## config.mk

```make
export PLATFORM = sky130hd
export DESIGN_NAME = tug_scorekeeper_flat
export DESIGN_NICKNAME = d
export VERILOG_FILES = /design/src/rtl/tug_pkg.sv /design/src/rtl/tug_scorekeeper_if.sv /design/src/rtl/seg7_digit.sv /design/src/rtl/tug_scorekeeper.sv /design/src/flat_wrapper.sv
export SDC_FILE = /design/constraint.sdc
export NUM_CORES = 1
export LEC_CHECK = 0
export CAP_MARGIN = 20
export CORE_ASPECT_RATIO = 1.1
export CORE_UTILIZATION = 45
export CTS_CLUSTER_SIZE = 14
export DETAILED_ROUTE_END_ITERATION = 10
export PLACE_DENSITY = 0.73
export SYNTH_ARGS = -nofsm -noshare
export SYNTH_HDL_FRONTEND = slang
export SYNTH_SLANG_ARGS = --single-unit
```

## constraint.sdc

```tcl
create_clock -name Clock -period 3.5 [get_ports Clock]
set_input_delay 0.7 -clock Clock [delete_from_list [all_inputs] [get_ports Clock]]
set_output_delay 0.7 -clock Clock [all_outputs]
set_load 0.05 [all_outputs]
```

## src/rtl/tug_pkg.sv

```systemverilog
// Shared types and constants for the tug-of-war match controller.
// Holds the FSM state encoding and the seven-segment glyphs.
package tug_pkg;

  typedef enum logic [1:0] {
    RESTART    = 2'd0,
    PLAY       = 2'd1,
    MATCH_OVER = 2'd2
  } state_e;

  // Active-low segments, bit order {g,f,e,d,c,b,a}
  localparam logic [6:0] SEG_0     = 7'b1000000;
  localparam logic [6:0] SEG_1     = 7'b1111001;
  localparam logic [6:0] SEG_2     = 7'b0100100;
  localparam logic [6:0] SEG_3     = 7'b0110000;
  localparam logic [6:0] SEG_4     = 7'b0011001;
  localparam logic [6:0] SEG_5     = 7'b0010010;
  localparam logic [6:0] SEG_6     = 7'b0000010;
  localparam logic [6:0] SEG_7     = 7'b1111000;
  localparam logic [6:0] SEG_8     = 7'b0000000;
  localparam logic [6:0] SEG_9     = 7'b0010000;
  localparam logic [6:0] SEG_BLANK = 7'b1111111;

endpackage

```

## src/rtl/tug_scorekeeper_if.sv

```systemverilog
// Playfield-side bundle of the scorekeeper: button pulses and end lights in,
// round reset, scores, digits and match status out.
interface tug_scorekeeper_if #(
  parameter int SCORE_W = 4
) ();

  logic               L;
  logic               R;
  logic               end_l;
  logic               end_r;
  logic               new_match;
  logic               round_rst;
  logic [SCORE_W-1:0] score_l;
  logic [SCORE_W-1:0] score_r;
  logic [6:0]         hex_l;
  logic [6:0]         hex_r;
  logic               match_over;
  logic               winner;

  modport master (
    output L, R, end_l, end_r, new_match,
    input  round_rst, score_l, score_r,
    input  hex_l, hex_r, match_over, winner
  );

  modport slave (
    input  L, R, end_l, end_r, new_match,
    output round_rst, score_l, score_r,
    output hex_l, hex_r, match_over, winner
  );

endinterface

```

## src/rtl/seg7_digit.sv

```systemverilog
// Decimal digit to active-low seven-segment glyph.
// Values above 9 blank the digit.
module seg7_digit
  import tug_pkg::*;
(
  input  logic [3:0] val_i,
  output logic [6:0] seg_o
);

  always_comb begin
    seg_o = SEG_BLANK;
    case (val_i)
      4'd0:    seg_o = SEG_0;
      4'd1:    seg_o = SEG_1;
      4'd2:    seg_o = SEG_2;
      4'd3:    seg_o = SEG_3;
      4'd4:    seg_o = SEG_4;
      4'd5:    seg_o = SEG_5;
      4'd6:    seg_o = SEG_6;
      4'd7:    seg_o = SEG_7;
      4'd8:    seg_o = SEG_8;
      4'd9:    seg_o = SEG_9;
      default: seg_o = SEG_BLANK;
    endcase
  end

endmodule

```

## src/rtl/tug_scorekeeper.sv

```systemverilog
// Match controller for the tug-of-war playfield: detects round wins,
// keeps scores, holds the bar in reset between rounds, ends the match.
module tug_scorekeeper
  import tug_pkg::*;
#(
  parameter int WIN_SCORE      = 7,
  parameter int RESTART_CYCLES = 4,
  parameter int SCORE_W        = 4
) (
  input  logic               Clock,
  input  logic               Reset_n,
  tug_scorekeeper_if.slave   bus
);

  localparam int CNT_W = $clog2(RESTART_CYCLES + 1);
  localparam logic [CNT_W-1:0] CNT_INIT =
    CNT_W'(RESTART_CYCLES - 1);
  localparam logic [SCORE_W-1:0] WIN_S =
    SCORE_W'(WIN_SCORE);

  state_e             state_q;
  logic [CNT_W-1:0]   cnt_q;
  logic [SCORE_W-1:0] score_l_q;
  logic [SCORE_W-1:0] score_r_q;
  logic [SCORE_W-1:0] score_l_d;
  logic [SCORE_W-1:0] score_r_d;
  logic               round_rst_q;
  logic               over_q;
  logic               winner_q;
  logic               win_l;
  logic               win_r;

  // A simultaneous press cancels out; each side needs its own end light
  assign win_l = bus.L & ~bus.R & bus.end_l;
  assign win_r = bus.R & ~bus.L & bus.end_r;

  assign score_l_d = score_l_q + SCORE_W'(1);
  assign score_r_d = score_r_q + SCORE_W'(1);

  always_ff @(posedge Clock or negedge Reset_n) begin
    if (!Reset_n) begin
      state_q     <= RESTART;
      cnt_q       <= CNT_INIT;
      score_l_q   <= '0;
      score_r_q   <= '0;
      round_rst_q <= 1'b1;
      over_q      <= 1'b0;
      winner_q    <= 1'b0;
    end else begin
      case (state_q)
        RESTART: begin
          if (cnt_q == '0) begin
            state_q     <= PLAY;
            round_rst_q <= 1'b0;
          end else begin
            cnt_q <= cnt_q - CNT_W'(1);
          end
        end
        PLAY: begin
          if (win_l) begin
            score_l_q   <= score_l_d;
            round_rst_q <= 1'b1;
            if (score_l_d == WIN_S) begin
              state_q  <= MATCH_OVER;
              over_q   <= 1'b1;
              winner_q <= 1'b0;
            end else begin
              state_q <= RESTART;
              cnt_q   <= CNT_INIT;
            end
          end else if (win_r) begin
            score_r_q   <= score_r_d;
            round_rst_q <= 1'b1;
            if (score_r_d == WIN_S) begin
              state_q  <= MATCH_OVER;
              over_q   <= 1'b1;
              winner_q <= 1'b1;
            end else begin
              state_q <= RESTART;
              cnt_q   <= CNT_INIT;
            end
          end
        end
        MATCH_OVER: begin
          if (bus.new_match) begin
            state_q     <= RESTART;
            cnt_q       <= CNT_INIT;
            score_l_q   <= '0;
            score_r_q   <= '0;
            over_q      <= 1'b0;
            winner_q    <= 1'b0;
            round_rst_q <= 1'b1;
          end
        end
        default: begin
          state_q     <= RESTART;
          cnt_q       <= CNT_INIT;
          round_rst_q <= 1'b1;
        end
      endcase
    end
  end

  seg7_digit u_hex_l (
    .val_i (4'(score_l_q)),
    .seg_o (bus.hex_l)
  );

  seg7_digit u_hex_r (
    .val_i (4'(score_r_q)),
    .seg_o (bus.hex_r)
  );

  assign bus.round_rst  = round_rst_q;
  assign bus.score_l    = score_l_q;
  assign bus.score_r    = score_r_q;
  assign bus.match_over = over_q;
  assign bus.winner     = winner_q;

endmodule

```

## src/flat_wrapper.sv

```systemverilog
// flat-port wrapper written by rule: the top's interface ports become plain ports
module tug_scorekeeper_flat import tug_pkg::*;
#(
  parameter int WIN_SCORE      = 7,
  parameter int RESTART_CYCLES = 4,
  parameter int SCORE_W        = 4
)
  (Clock, Reset_n, bus_L, bus_R, bus_end_l, bus_end_r, bus_new_match, bus_round_rst, bus_score_l, bus_score_r, bus_hex_l, bus_hex_r, bus_match_over, bus_winner);
  tug_scorekeeper_if #(.SCORE_W(SCORE_W)) bus_i ();
  input  logic Clock;
  input  logic Reset_n;
  input wire logic [$bits(bus_i.L)-1:0] bus_L;
  input wire logic [$bits(bus_i.R)-1:0] bus_R;
  input wire logic [$bits(bus_i.end_l)-1:0] bus_end_l;
  input wire logic [$bits(bus_i.end_r)-1:0] bus_end_r;
  input wire logic [$bits(bus_i.new_match)-1:0] bus_new_match;
  output wire logic [$bits(bus_i.round_rst)-1:0] bus_round_rst;
  output wire logic [$bits(bus_i.score_l)-1:0] bus_score_l;
  output wire logic [$bits(bus_i.score_r)-1:0] bus_score_r;
  output wire logic [$bits(bus_i.hex_l)-1:0] bus_hex_l;
  output wire logic [$bits(bus_i.hex_r)-1:0] bus_hex_r;
  output wire logic [$bits(bus_i.match_over)-1:0] bus_match_over;
  output wire logic [$bits(bus_i.winner)-1:0] bus_winner;
  assign bus_i.L = bus_L;
  assign bus_i.R = bus_R;
  assign bus_i.end_l = bus_end_l;
  assign bus_i.end_r = bus_end_r;
  assign bus_i.new_match = bus_new_match;
  assign bus_round_rst = bus_i.round_rst;
  assign bus_score_l = bus_i.score_l;
  assign bus_score_r = bus_i.score_r;
  assign bus_hex_l = bus_i.hex_l;
  assign bus_hex_r = bus_i.hex_r;
  assign bus_match_over = bus_i.match_over;
  assign bus_winner = bus_i.winner;
  tug_scorekeeper #(.WIN_SCORE(WIN_SCORE), .RESTART_CYCLES(RESTART_CYCLES), .SCORE_W(SCORE_W)) u_core (.Clock(Clock), .Reset_n(Reset_n), .bus(bus_i));
endmodule
```

==> summary.md <==
| Metric | Value |
|---|---|
| Synth warn | 0 |
| Initial antenna violation count | 0 |
| Largest net degree at the start of global routing | 17 |
| # port buffers | 31 |
| Filler cell count in the final layout | about 280 |
| GRT overflow | 0 |
| Post-route setup TNS | 0 ns |
| Io pins | 32 |
| Max Slew Vio Count | 0 |
| Crit path kind | reg2out |
| Diode count | 0 |
| Worst reg2reg path depth | 7 |
| Final Hold Fails | 0 |
| GR peak layer | met2 |
| Vert. Die Dim | 61.1 um |
| TritonCTS clock tree | done |
| Worst setup startpoint | u_core.bus.score_l[1] |
| Antenna-violating nets left | 0 |
| Clock skew | 0.00474 ns |
| Min cycle time layout | 3.12 ns |
| First-pass iteration count of the detailed router | 4 |
| Post-CTS Setup Repair Bufs | 0 |
| Seq/Total Area, Yosys | 28.3% |
| Status | complete, no violations |
| CP Data Arrival Time | 2.42 ns |
| Detailed Route Iter0 Violations | 54 |
| Period utilization | 89.1% |
| Clk slew on worst S/H paths | 0.10 ns |
| Final setup viols | 0 |
| Critical Path Sink Type | output port |
| Commonest non-fill, non-tap cells in the layout | clkdlybuf4s50_1 (31), a21oi_1 (17), ha_1 (17) |
| Hold Crit Depth | 2 |
| Worst-Margin Slew | 0.737 ns |
| Relative slew slack | 50.7% |
| Placed cell area | 1750 sq um |
| Post-synth top area share | 22.8% |
| Register bit total from synthesis | 16 |
| Post-route insts no fill | approximately 240 |
| CP Launch Type | register |
| CTS resizes | 0 |
| Die X-Extent | 55.7 um |
| R2R Path Start | u_core.bus.score_r[0] |
| WP data required | 2.80 ns |
| Via count | between 1,000 and 1,500 |
| Site Rows | 21 |
| Reg-to-reg setup timing slack | around 1.4 ns |
| First-pass GRT wire length | 5.31 mm |
| Area delta synth->final | 24.9% |
| Met3 Resource Use GR | between 2 and 2.5% |
| Cts hold-fix bufs | 0 |
| Synth area leaders | dfrtp_1 (23%), ha_1 (15%), a21oi_1 (6.0%) |
| WL final | around 3.2 mm |
| Synthesized Nets | 205 |
| Fin nets | ~230 |
| Drt drc | 0 |
| Worst Hold Class | reg2reg |
| Number of max-cap violations | 0 |
| TritonCTS Buffers | 3 |
| Clk sink count | 16 |
| Detailed placer's ending HPWL | 2.47 mm |
| Peak Freq | around 320 MHz |
| Synthesized area per cell | 7.88 sq um |
| Hold Path End | u_core.bus.round_rst |
| M2 GR Usage | 34.8% |
| Commonest non-fill, non-tap cell in the layout | clkdlybuf4s50_1 |
| RSZ-0062 raised after global routing | false |
| Initial Util | 47.2% |
| Worst r2r dst | u_core.cnt_q[2] |
| Worst skew pair latency | 0.29 ns |
| Leading area contributor after synthesis | dfrtp_1 |
| Cells after synthesis | 181 |
| H-tree depth | 1 |
| Design Area, Final | 1780 sq um |
| Met1 usage | 24.7% |
| Core ar. | 3020 sq um |
| Ratio of cells with drive above 1 in the final layout | 6.70% |
| Global Route Usage Sum | 19.3% |
| Netlist cell types | a little over 40 |
| Hold Crit Start | u_core.bus.round_rst |
| Number of global-route vias before repair | 1,244 |
| Die ar. | 3400 sq um |
| GPL Wtd Cong | 0.845 |
| Placed instance count | 239 |
| Vias per cell | ~5.7 |
| Clock Tree Root | clkbuf_4 |
| Drt wl/cell | 13.3 um |
| Post-Syn Area | 1430 sq um |
| Max Fanout on Critical Path | 11 |
| CTS Buffer Depth | 2 |
cells in the mapped netlist, drive strengths merged:
master    n
inv      20
a21oi    17
ha       17
o21ai    17
nand2    15
nor2     14
dfrtp    13
a31oi     8
buf       5
a22oi     4
nand2b    4
and2      3
and3      3
dfstp     3
mux2i     3
nor3      3
nor4      3
a211o     2
a21o      2
clkbuf    2
nand3     2
nand3b    2
nand4     2
o2111ai   2
o32ai     2
or2       2
a211oi    1
a22o      1
a2bb2oi   1
and2b     1
nor2b     1
o211a     1
o221ai    1
o31a      1
o31ai     1
o41ai     1
xor2      1
flip-flops by register name, summed over array words and instances (netlist names):
name / flops
u_core.bus.score_r: 4
u_core.bus.winner: 1
u_core.bus.round_rst: 1
u_core.cnt_q: 3
u_core.state_q: 2
u_core.bus.match_over: 1
u_core.bus.score_l: 4
logic make-up after synthesis:
family | count (synthesis) | share of synthesized area (%)
xor gates and xnor gates | 1 | 0.614
adders and majority gates | 17 | 14.9
DFF | 16 | 28.3
muxes | 3 | 2.11
and+or+nand+nor | 55 | 18.9
buffers and inverters | 27 | 7.63
AOI/OAI and AO/OA | 62 | 27.5
final cells by class:
class / count / area, sq um / share of cell area [%]
Clock buffer: 4 / 36.3 / 2.04
Timing Repair Buffer: 31 / 310 / 17.4
Inverter: 20 / 75.1 / 4.21
Tap cell: 34 / 42.5 / 2.39
Sequential cell: 16 / 404 / 22.7
Multi-Input combinational cell: 138 / 913 / 51.3
metrics by stage:
stage / hold WS (ns) / util (%) / setup WS [ns]
2_1_floorplan: 0.404 / - / 0.600
3_3_place_gp: 0.504 / 57.8 / 0.783
3_5_place_dp: 0.513 / 57.8 / 0.707
4_1_cts: 0.535 / 59.0 / 0.373
5_1_grt: 0.542 / 59.0 / 0.193
6_report: 0.529 / 59.0 / 0.380
how the worst max path moves through the flow:
| stage | to | cells after the start | slack [ns] |
|---|---|---|---|
| 2_1_floorplan | bus_hex_l[4] | 5 | 0.60 |
| 4_1_cts | bus_hex_l[4] | 6 | 0.37 |
| 6_report | bus_hex_l[4] | 6 | 0.38 |
| 3_5_place_dp | bus_hex_l[4] | 6 | 0.71 |
| 3_3_place_gp | bus_hex_l[4] | 6 | 0.78 |
| 5_1_grt | bus_hex_l[4] | 6 | 0.19 |
critical path, cell delays in order (launching register included):
cell	delay, ns
dfrtp_1	0.55
inv_1	0.18
ha_1	0.24
mux2i_1	0.13
nor2_1	0.06
a31oi_1	0.15
clkdlybuf4s50_1	0.82
routing by layer:
layer	routed length (um)	share of wire [%]
met1	1560	48
met2	1510	47
met3	143	4.4
met4	31	0.96
met5	0	0
Power is not shown: default switching activity piles up to over one toggle a cycle in this logic, so the estimate is an artifact.
